### config.mk
export PLATFORM = sky130hd
export DESIGN_NAME = key_replay
export DESIGN_NICKNAME = d
export VERILOG_FILES = /design/src/rtl/key_replay_pkg.sv /design/src/rtl/key_replay_divisor_tick.sv /design/src/rtl/key_replay.sv
export SDC_FILE = /design/constraint.sdc
export NUM_CORES = 1
export LEC_CHECK = 0
export BUFFER_PORTS_ARGS = -buffer_cell sky130_fd_sc_hd__buf_4
export CAP_MARGIN = 10
export CORE_ASPECT_RATIO = 0.5
export CORE_MARGIN = 2
export CORE_UTILIZATION = 25
export CTS_BUF_LIST = sky130_fd_sc_hd__clkbuf_16
export CTS_CLUSTER_DIAMETER = 30
export DETAILED_ROUTE_END_ITERATION = 10
export PLACE_DENSITY = 0.37
export SLEW_MARGIN = 30
export SYNTH_ARGS = -nofsm -noshare
export SYNTH_HDL_FRONTEND = slang
export SYNTH_SLANG_ARGS = --single-unit
### constraint.sdc
create_clock -name clk -period 4 [get_ports clk]
set_clock_uncertainty 0.15 [all_clocks]
set_input_delay 0.8 -clock clk [delete_from_list [all_inputs] [get_ports clk]]
set_output_delay 0.8 -clock clk [all_outputs]
set_load 0.005 [all_outputs]
### src/rtl/key_replay_pkg.sv
// Shared types for the scripted key-stimulus player.
package key_replay_pkg;

   localparam int KEY_W_DEF = 5;
   localparam int DUR_W_DEF = 16;

   typedef enum logic [0:0] {
      ST_IDLE = 1'b0,
      ST_PLAY = 1'b1
   } state_e;

   typedef struct packed {
      logic [KEY_W_DEF-1:0] key;
      logic [DUR_W_DEF-1:0] dur;
   } entry_t;

endpackage

### src/rtl/key_replay_divisor_tick.sv
// Prescaler that emits a one-cycle tick every TICK_DIV clocks, restartable by clr.
module divisor_tick #(
   parameter int TICK_DIV = 27000
) (
   input  logic clk,
   input  logic rst,
   input  logic clr,
   output logic tick
);

   localparam int PW = (TICK_DIV > 1) ? $clog2(TICK_DIV) : 1;
   localparam logic [PW-1:0] LAST = PW'(TICK_DIV - 1);

   logic [PW-1:0] cnt_r;

   // Phase counter, wraps at TICK_DIV-1.
   always_ff @(posedge clk) begin
      if (rst) begin
         cnt_r <= '0;
      end else if (clr) begin
         cnt_r <= '0;
      end else if (cnt_r == LAST) begin
         cnt_r <= '0;
      end else begin
         cnt_r <= cnt_r + PW'(1);
      end
   end

   assign tick = (cnt_r == LAST);

endmodule

### src/rtl/key_replay.sv
// Replays a stored list of (key, hold time) entries onto the game key bus,
// passing the debounced buttons through whenever no script is playing.
module key_replay
   import key_replay_pkg::*;
#(
   parameter int DEPTH    = 16,
   parameter int KEY_W    = KEY_W_DEF,
   parameter int DUR_W    = DUR_W_DEF,
   parameter int TICK_DIV = 27000
) (
   input  logic                       clk,
   input  logic                       rst,
   input  logic                       wr_valid,
   output logic                       wr_ready,
   input  logic [KEY_W-1:0]           wr_key,
   input  logic [DUR_W-1:0]           wr_dur,
   input  logic                       start,
   input  logic                       abort,
   input  logic [KEY_W-1:0]           key_in,
   output logic [KEY_W-1:0]           key_out,
   output logic                       busy,
   output logic                       done,
   output logic [$clog2(DEPTH+1)-1:0] count
);

   localparam int CW = $clog2(DEPTH + 1);
   localparam int AW = (DEPTH > 1) ? $clog2(DEPTH) : 1;

   typedef struct packed {
      logic [KEY_W-1:0] key;
      logic [DUR_W-1:0] dur;
   } slot_t;

   state_e          state_r;
   state_e          state_s;
   slot_t           mem_r [DEPTH];
   slot_t           rd_data_r;
   logic [AW-1:0]   wr_ptr_r;
   logic [AW-1:0]   rd_ptr_r;
   logic [CW-1:0]   count_r;
   logic [DUR_W-1:0] dur_r;
   logic [DUR_W-1:0] dcnt_r;
   logic [KEY_W-1:0] key_out_r;
   logic            busy_r;
   logic            done_r;

   logic            tick_s;
   logic            clr_s;
   logic            wr_en_s;
   logic            go_s;
   logic            entry_end_s;
   logic            last_s;
   logic            advance_s;
   logic            finish_s;
   logic            abort_s;
   logic [AW:0]     rd_addr_s;

   assign wr_ready = (state_r == ST_IDLE) && (count_r < CW'(DEPTH));
   assign wr_en_s  = wr_valid && wr_ready;
   assign clr_s    = (state_r != ST_PLAY) || advance_s;

   divisor_tick #(
      .TICK_DIV (TICK_DIV)
   ) u_tick (
      .clk  (clk),
      .rst  (rst),
      .clr  (clr_s),
      .tick (tick_s)
   );

   // Next-state and entry sequencing decisions.
   always_comb begin
      state_s     = state_r;
      go_s        = 1'b0;
      entry_end_s = 1'b0;
      last_s      = 1'b0;
      advance_s   = 1'b0;
      finish_s    = 1'b0;
      abort_s     = 1'b0;
      case (state_r)
         ST_IDLE: begin
            if (start && (count_r != '0)) begin
               go_s    = 1'b1;
               state_s = ST_PLAY;
            end else begin
               state_s = ST_IDLE;
            end
         end
         ST_PLAY: begin
            // A zero-duration entry ends in its first cycle.
            entry_end_s = (dur_r == '0) ||
                          (tick_s && (dcnt_r == (dur_r - DUR_W'(1))));
            last_s      = (CW'(rd_ptr_r) == (count_r - CW'(1)));
            if (abort) begin
               abort_s = 1'b1;
               state_s = ST_IDLE;
            end else if (entry_end_s && last_s) begin
               finish_s = 1'b1;
               state_s  = ST_IDLE;
            end else if (entry_end_s) begin
               advance_s = 1'b1;
               state_s   = ST_PLAY;
            end else begin
               state_s = ST_PLAY;
            end
         end
         default: begin
            state_s = ST_IDLE;
         end
      endcase
   end

   // rd_data_r always holds the entry to be loaded at the next entry boundary,
   // so the read address runs one entry ahead of the one about to start.
   always_comb begin
      rd_addr_s = '0;
      if (go_s) begin
         rd_addr_s = (AW+1)'(1);
      end else if (state_r == ST_PLAY) begin
         if (advance_s) begin
            rd_addr_s = {1'b0, rd_ptr_r} + (AW+1)'(2);
         end else begin
            rd_addr_s = {1'b0, rd_ptr_r} + (AW+1)'(1);
         end
      end else begin
         rd_addr_s = '0;
      end
   end

   // Entry storage write port.
   always_ff @(posedge clk) begin
      if (wr_en_s) begin
         mem_r[wr_ptr_r] <= '{key: wr_key, dur: wr_dur};
      end
   end

   // Registered read with write-through so a fresh entry is visible at start.
   always_ff @(posedge clk) begin
      if (wr_en_s && ({1'b0, wr_ptr_r} == rd_addr_s)) begin
         rd_data_r <= '{key: wr_key, dur: wr_dur};
      end else if (rd_addr_s < (AW+1)'(DEPTH)) begin
         rd_data_r <= mem_r[rd_addr_s[AW-1:0]];
      end else begin
         rd_data_r <= rd_data_r;
      end
   end

   // Write pointer and entry count; the script is consumed by playback.
   always_ff @(posedge clk) begin
      if (rst) begin
         count_r  <= '0;
         wr_ptr_r <= '0;
      end else if (abort_s || finish_s) begin
         count_r  <= '0;
         wr_ptr_r <= '0;
      end else if (wr_en_s) begin
         count_r  <= count_r + CW'(1);
         wr_ptr_r <= wr_ptr_r + AW'(1);
      end else begin
         count_r  <= count_r;
         wr_ptr_r <= wr_ptr_r;
      end
   end

   // Current entry, tick counter and the key bus.
   always_ff @(posedge clk) begin
      if (rst) begin
         rd_ptr_r  <= '0;
         dur_r     <= '0;
         dcnt_r    <= '0;
         key_out_r <= '0;
      end else if (abort_s || finish_s) begin
         rd_ptr_r  <= '0;
         dcnt_r    <= '0;
         key_out_r <= key_in;
      end else if (go_s) begin
         rd_ptr_r  <= '0;
         dur_r     <= rd_data_r.dur;
         dcnt_r    <= '0;
         key_out_r <= rd_data_r.key;
      end else if (advance_s) begin
         rd_ptr_r  <= rd_ptr_r + AW'(1);
         dur_r     <= rd_data_r.dur;
         dcnt_r    <= '0;
         key_out_r <= rd_data_r.key;
      end else if (state_r == ST_PLAY) begin
         if (tick_s) begin
            dcnt_r <= dcnt_r + DUR_W'(1);
         end else begin
            dcnt_r <= dcnt_r;
         end
         key_out_r <= key_out_r;
      end else begin
         key_out_r <= key_in;
      end
   end

   // State register and status outputs.
   always_ff @(posedge clk) begin
      if (rst) begin
         state_r <= ST_IDLE;
         busy_r  <= 1'b0;
         done_r  <= 1'b0;
      end else begin
         state_r <= state_s;
         busy_r  <= (state_s == ST_PLAY);
         done_r  <= finish_s;
      end
   end

   assign key_out = key_out_r;
   assign busy    = busy_r;
   assign done    = done_r;
   assign count   = count_r;

endmodule

---- Word level (Yosys, flattened, before mapping) ----
Memory sizes are Yosys's and may differ from the RTL's. A register that Yosys moved wholly into a read port is not among the register bits.
Index checks and enable logic that the tools add are counted.
operators by class
  magnitude comparators ................... 2
  eq/ne operators ......................... 5
  muxes and demuxes ....................... 25
  add/sub/neg operators ................... 9
  reduce and logical (&&, ||, !) cells .... 19
  bitwise logic cells ..................... 2
operator list
  kind                                                number
  2-to-1 mux 5 bit                                    7
  2-to-1 mux 16 bit                                   2
  adder 16 x 1 -> 16 bit, second input constant       1
  equality test 16 bit                                1
  zero test 16 bit                                    1
  subtractor 16 x 1 -> 16 bit, second input constant  1
  adder 15 x 1 -> 15 bit, second input constant       1
  equality test 15 bit, second input constant         1
  2-to-1 mux 1 bit                                    15
  equality test 4 x 5 -> 1 bit                        2
  < comparator 5 bit, second input constant           2
  adder 4 x 1 -> 4 bit, second input constant         2
  logical AND 1 bit                                   6
  OR reduction 3 bit                                  2
  adder 4 x 1 -> 5 bit, second input constant         1
  adder 4 x 2 -> 5 bit, second input constant         1
  adder 5 x 1 -> 5 bit, second input constant         1
  nonzero test 5 bit                                  1
  subtractor 5 x 1 -> 5 bit, second input constant    1
  != test 4 x 1 -> 1 bit, second input constant       1
  AND reduction 2 bit                                 2
  nonzero test 2 bit                                  2
  OR reduction 4 bit                                  1
  logical OR 1 bit                                    3
  other kinds (3)                                     4
storage, ports and cells
  bits of input ports ..................... 31
  memory bits (writable) .................. 336
  word-level logic and storage cells ...... 72
  output and inout port bits .............. 13
  memories ................................ 1
  register bits after elaboration ......... 67
memories
  name   depth  width  rd ports  clocked after Yosys merged registers in  wr ports  RTL line          text
  mem_r  16     21     1         1                                        1         key_replay.sv:36  slot_t mem_r [DEPTH];

---- Logic depth before layout (Yosys ltp) ----
  depth after elaboration ................. 14
  gate-level depth with buffers ........... 16
  gate-level depth less buffers ........... 13

---- Modules after synthesis ----
From an unflattened synthesis, not the netlist that was laid out.
second synthesis, totals
  cells, all modules ...................... 1354
  area total of the unflattened synthesis .. 18216.2 sq um
by module, submodules not included
  module        area an instance (sq um)  times used  cells an instance
  key_replay    17524.3                   1           1278
  divisor_tick  691.9                     1           76

---- Worst setup path after synthesis ----
No wires, ideal clock.
  path type ............................... reg-to-reg
  start point ............................. register dur_r[2]
  end point ............................... register rd_data_r[0] (netlist name), data pin
  path buffers ............................ 1
  arrival ................................. 3.732 ns
  path slack .............................. -0.147 ns
  setup time .............................. 0.265 ns
  stages on the path, launching flop included .. 13
  path through ............................ dfxtp_1 > or4_4 > or3_1 > a21oi_1 > o211ai_1 > nor4_2 > mux2_2 > or3_1 > xnor2_1 > or4_1 > buf_2 > nor2_1 > a31oi_1
on the way
  longest elaborated chain between the ends .. 14
  elaborated cells between the ends (all ways) .. 17
  classes of those cells .................. 1 x add/sub; 1 x order compare; 2 x eq/ne; 7 x mux; 6 x reduce/logical
RTL lines
  what                                                                        RTL line                             text
  from (decl)                                                                 key_replay.sv:41                     logic [DUR_W-1:0] dur_r;
  from (signal assigned)                                                      key_replay.sv:178                    dur_r <= rd_data_r.dur;
  from (signal assigned)                                                      key_replay.sv:183                    dur_r <= rd_data_r.dur;
  subtractor 16 x 1 -> 16 bit                                                 key_replay.sv:92                     (tick_s && (dcnt_r == (dur_r - DUR_W'(1))));
  equality test 16 bit                                                        key_replay.sv:92
  logical AND 1 bit                                                           key_replay.sv:92
  logical OR 1 bit *                                                          key_replay.sv:91                     entry_end_s = (dur_r == '0) ||
  2-to-1 mux 1 bit / logical AND 1 bit (equally long branches)                key_replay.sv:100, key_replay.sv:97
  2-to-1 mux 1 bit *                                                          key_replay.sv:97                     end else if (entry_end_s && last_s) begin
  2-to-1 mux 1 bit *                                                          key_replay.sv:94                     if (abort) begin
  2-to-1 mux 1 bit *                                                          key_replay.sv:80                     case (state_r)
  2-to-1 mux 5 bit *                                                          key_replay.sv:120                    if (advance_s) begin
  2-to-1 mux 5 bit *                                                          key_replay.sv:119                    end else if (state_r == ST_PLAY) begin
  2-to-1 mux 5 bit *                                                          key_replay.sv:117                    if (go_s) begin
  parallel branches: the longest is 3 deep, another holds < comparator 5 bit  --
  to (signal assigned)                                                        key_replay.sv:140                    rd_data_r <= '{key: wr_key, dur: wr_dur};
  to (signal assigned)                                                        key_replay.sv:142                    rd_data_r <= mem_r[rd_addr_s[AW-1:0]];
  to (signal assigned)                                                        key_replay.sv:144                    rd_data_r <= rd_data_r;
  to (decl)                                                                   key_replay.sv:37                     slot_t rd_data_r;
Mark *: on every way between the ends.
A chain may end at the register's enable or synchronous reset.

---- Worst setup path after layout ----
  start point ............................. register dur_r[5]
  end point ............................... register rd_data_r[8] (netlist name), data pin
The elaborated chain is that of the path after synthesis.

==> impl_metrics.csv <==
group,metric,value,unit
yosys,syn_nets,1902,
place,finalWeightedCongestion,0.773,
timing,rsz0062_at_grt,"yes",
yosys,yosys.area.top_type,"edfxtp_1",
pwr,finalPower,18.8,mW
yosys,synthTopCellsByArea,"edfxtp_1, mux2i_1, dfxtp_1, mux2_2, nand3_1",
global_route,grt_pass1_wl,115,mm
timing,drv_slew,0,
clock_tree,cts_buffer_depth,3,
timing,tightest_slew,0.832,ns
setup_path,worstPathRequired,4.27,ns
global_route,overflow,0,
pwr,p_leak,10.7,nW
pwr,clkPwrFrac,46.9,%
yosys,synth_edf_count,357,
setup_path,crit_path_max_fanout,5,
timing,fin_crit,4.23,ns
global_route,grt_use_total,17.7,%
yosys,synthesis.area,0.0216,mm²
yosys,synth_warnings,0,
pwr,ir_drop,317,µV
clock_tree,cts_tree,"yes",
finish,nFillCells,8451,
routing,drc,0,
timing,max_freq,0.236,GHz
yosys,synth.distinct_cells,71,
clock_tree,insertion_delay,0.69,ns
status,status,"finished with violations",
routing,firstDrtPassIters,7,
timing,setup_tns,-3.85,ns
timing,whs,0.280,ns
yosys,synth_top_area_share,49.6,%
routing,routed_wirelength,81.0,mm
timing,setup_ws,-0.232,ns
finish,layout.cells.non_filler,3350,
yosys,synth_ff_type,"edfxtp_1",
routing,postRouteAntennaNets,0,
floorplanning,io_pins,44,
yosys,ys_ff_latch,424,
setup_path,crit_arrival,4.51,ns
pwr,p_per_area,637,mW/mm²
routing,first_iter_violations,1231,
global_route,antenna_found_initial,3,
floorplanning,start_util,25.2,%
pwr,internal_power,13.2,mW
pwr,netSwitchingFraction,30.0,%
setup_path,worstSetupStartpointType,"flop",
finish,final_cell_mix,"edfxtp_1, mux2i_1, buf_4",
pwr,combPwrFrac,24.5,%
clock_tree,htree_levels,3,
timing,slew_headroom,44.5,%
routing,num_vias,17036,
finish,fin_util,34.4,%
clock_tree,clkSinkCount,424,
place,hpwlAfterDp,46.5,mm
floorplanning,rows,76,
finish,nNetsFinal,2132,
yosys,async_flop_share,0,%
clock_tree,cts_hold_buf,0,
finish,final_common_cell,"edfxtp_1",
timing,finalCritPeriodShare,106,%
finish,area_growth,36.5,%
timing,finalHoldViolations,0,
floorplanning,die_h,212,µm
routing,wl_per_cell,24.2,µm
global_route,grt_pass1_vias,16886,
yosys,yosysSeqAreaShare,55.8,%
global_route,grt_max_degree,87,
clock_tree,numCtsBuffers,105,
run,cap_violations,0,
clock_tree,clockRootBuffer,"clkbuf_16",
place,placed_cells,3132,
pwr,p_sw,5.63,mW
routing,viasPerCell,5.09,
floorplanning,core,0.0859,mm²
place,io_buffers,43,
yosys,synth_area_per_cell,11.6,µm²
setup_path,end_kind,"flop",
pwr,p_seq_share,28.7,%
floorplanning,die_x,420,µm
finish,drive_gt1_share,28.1,%
status,failed_checks,"negative setup slack",
worst_hold_path,hold_path_class,"primary input to flop",
clock_tree,clkTransAtPathRegs,0.05,ns
floorplanning,die-area,0.0890,mm²
timing,setup_violations,21,
yosys,synth_cells,1858,
setup_path,critPathKind,"flop to flop",
[logic make-up (layout without fill, tap and decap cells)]
logic type      count (synthesis)  count (layout)  share of synthesized area (%)
flops                         424             424                           55.8
buf+inv                       161             482                           3.05
simple gates                  492             492                           10.9
xor+xnor                       62              62                           2.51
other cells                     0               1                              0
fa+ha+maj                      13              13                          0.752
mux                           280             280                           13.3
compound gates                426             426                           13.7
[state kept, by name (all words and copies together), names as in the netlist, 4 cells and up]
register,count
rd_data_r,21
wr_ptr_r,4
key_out,5
mem_r,336
u_tick.cnt_r,15
count,5
dur_r,16
rd_ptr_r,4
dcnt_r,16
[cells in the mapped netlist, types with 3 or more instances]
cell / count
nor4_1: 7
o211ai_1: 4
a21oi_1: 102
clkbuf_1: 94
buf_4: 3
and3_1: 7
mux2i_1: 217
and4_1: 4
a32oi_1: 23
or4_1: 8
ha_1: 13
dfxtp_1: 67
nor4_2: 3
inv_1: 15
a22oi_1: 41
o2111ai_1: 3
nand2b_1: 12
buf_1: 22
o22ai_1: 84
a31oi_1: 44
nor3_1: 13
nor2_1: 113
or3_1: 5
o21ai_0: 10
nor3b_1: 3
mux2_2: 63
and2_1: 6
xor2_1: 33
nand3b_1: 4
nor2b_1: 25
nand3_1: 114
a211oi_1: 7
xnor2_1: 29
o31ai_1: 5
nand4_1: 10
edfxtp_1: 357
a221oi_1: 60
nand2_1: 147
a222oi_1: 20
buf_2: 24
a21o_1: 3
[power groups by stage]
stage | Clock, mW | Combinational (mW) | Sequential [mW]
global placement | 0 | 4.06 | 5.46
finish | 8.81 | 4.60 | 5.39
global route | 9.22 | 4.94 | 5.40
detailed placement | 0 | 4.06 | 5.45
CTS | 8.99 | 4.19 | 5.37
floorplan | 0 | 2.39 | 5.23
[repair_timing]
item / 4_1_cts / 5_1_grt
setup endpoints to repair: 21 / 21
cloned: 0 / 7
pin swaps: 10 / 33
resized for setup: 24 / 82
buffers inserted: 2 / 10
[area by class of cell]
class	count	area [µm²]	share of cell area, %
Antenna cell	1	2.50	0.00847
Clock buffer	108	2700	9.15
Clock inverter	90	992	3.36
Inverter	16	60.1	0.203
Multi-Input combinational cell	1273	9600	32.5
Sequential cell	424	12100	40.9
Tap cell	1170	1460	4.96
Timing Repair Buffer	268	2630	8.90
[per-stage QoR]
stage / worst slack, ns / area (µm²)
after floorplan: 0.00539 / 21700
after global placement: -0.353 / 25000
after detailed placement: -0.381 / 25000
after CTS: -0.216 / 28900
after global routing: -0.330 / 29500
final: -0.232 / 29500
[layer usage]
layer / global-route usage, % / vias up / share of wire (%)
li1: - / 7779 / -
met1: 24.7 / 8708 / 48
met2: 27.3 / 416 / 44
met3: 3.86 / 131 / 5.5
met4: 5.71 / 2 / 2.4
met5: 0 / - / 0.012
[worst max-delay path: stages (launching register included)]
cell,delay (ns)
dfxtp_2,0.31
or4_4,0.53
or3_4,0.41
a21oi_4,0.14
o211ai_1,0.15
buf_4,0.17
nor4_4,0.30
buf_4,0.19
a31o_4,0.14
mux2i_1,0.19
buf_4,0.18
xor2_2,0.08
or4_4,0.66
clkbuf_16,0.24
nor2_4,0.11
a31oi_2,0.04
[path summary, 6_finish.rpt]
| kind | from | endpoint | slack (ns) | depth (start not counted) |
|---|---|---|---|---|
| worst max-delay path | dur_r[5] | rd_data_r[8] | -0.23 | 15 |
| worst min-delay path | wr_dur[13] | mem_r[4][13] | 0.28 | 1 |
| worst min register to register | key_out[4] | key_out[4] | 0.35 | 2 |
| worst max register to register | dur_r[5] | rd_data_r[8] | -0.23 | 15 |
(Power assumes the default switching activity.)
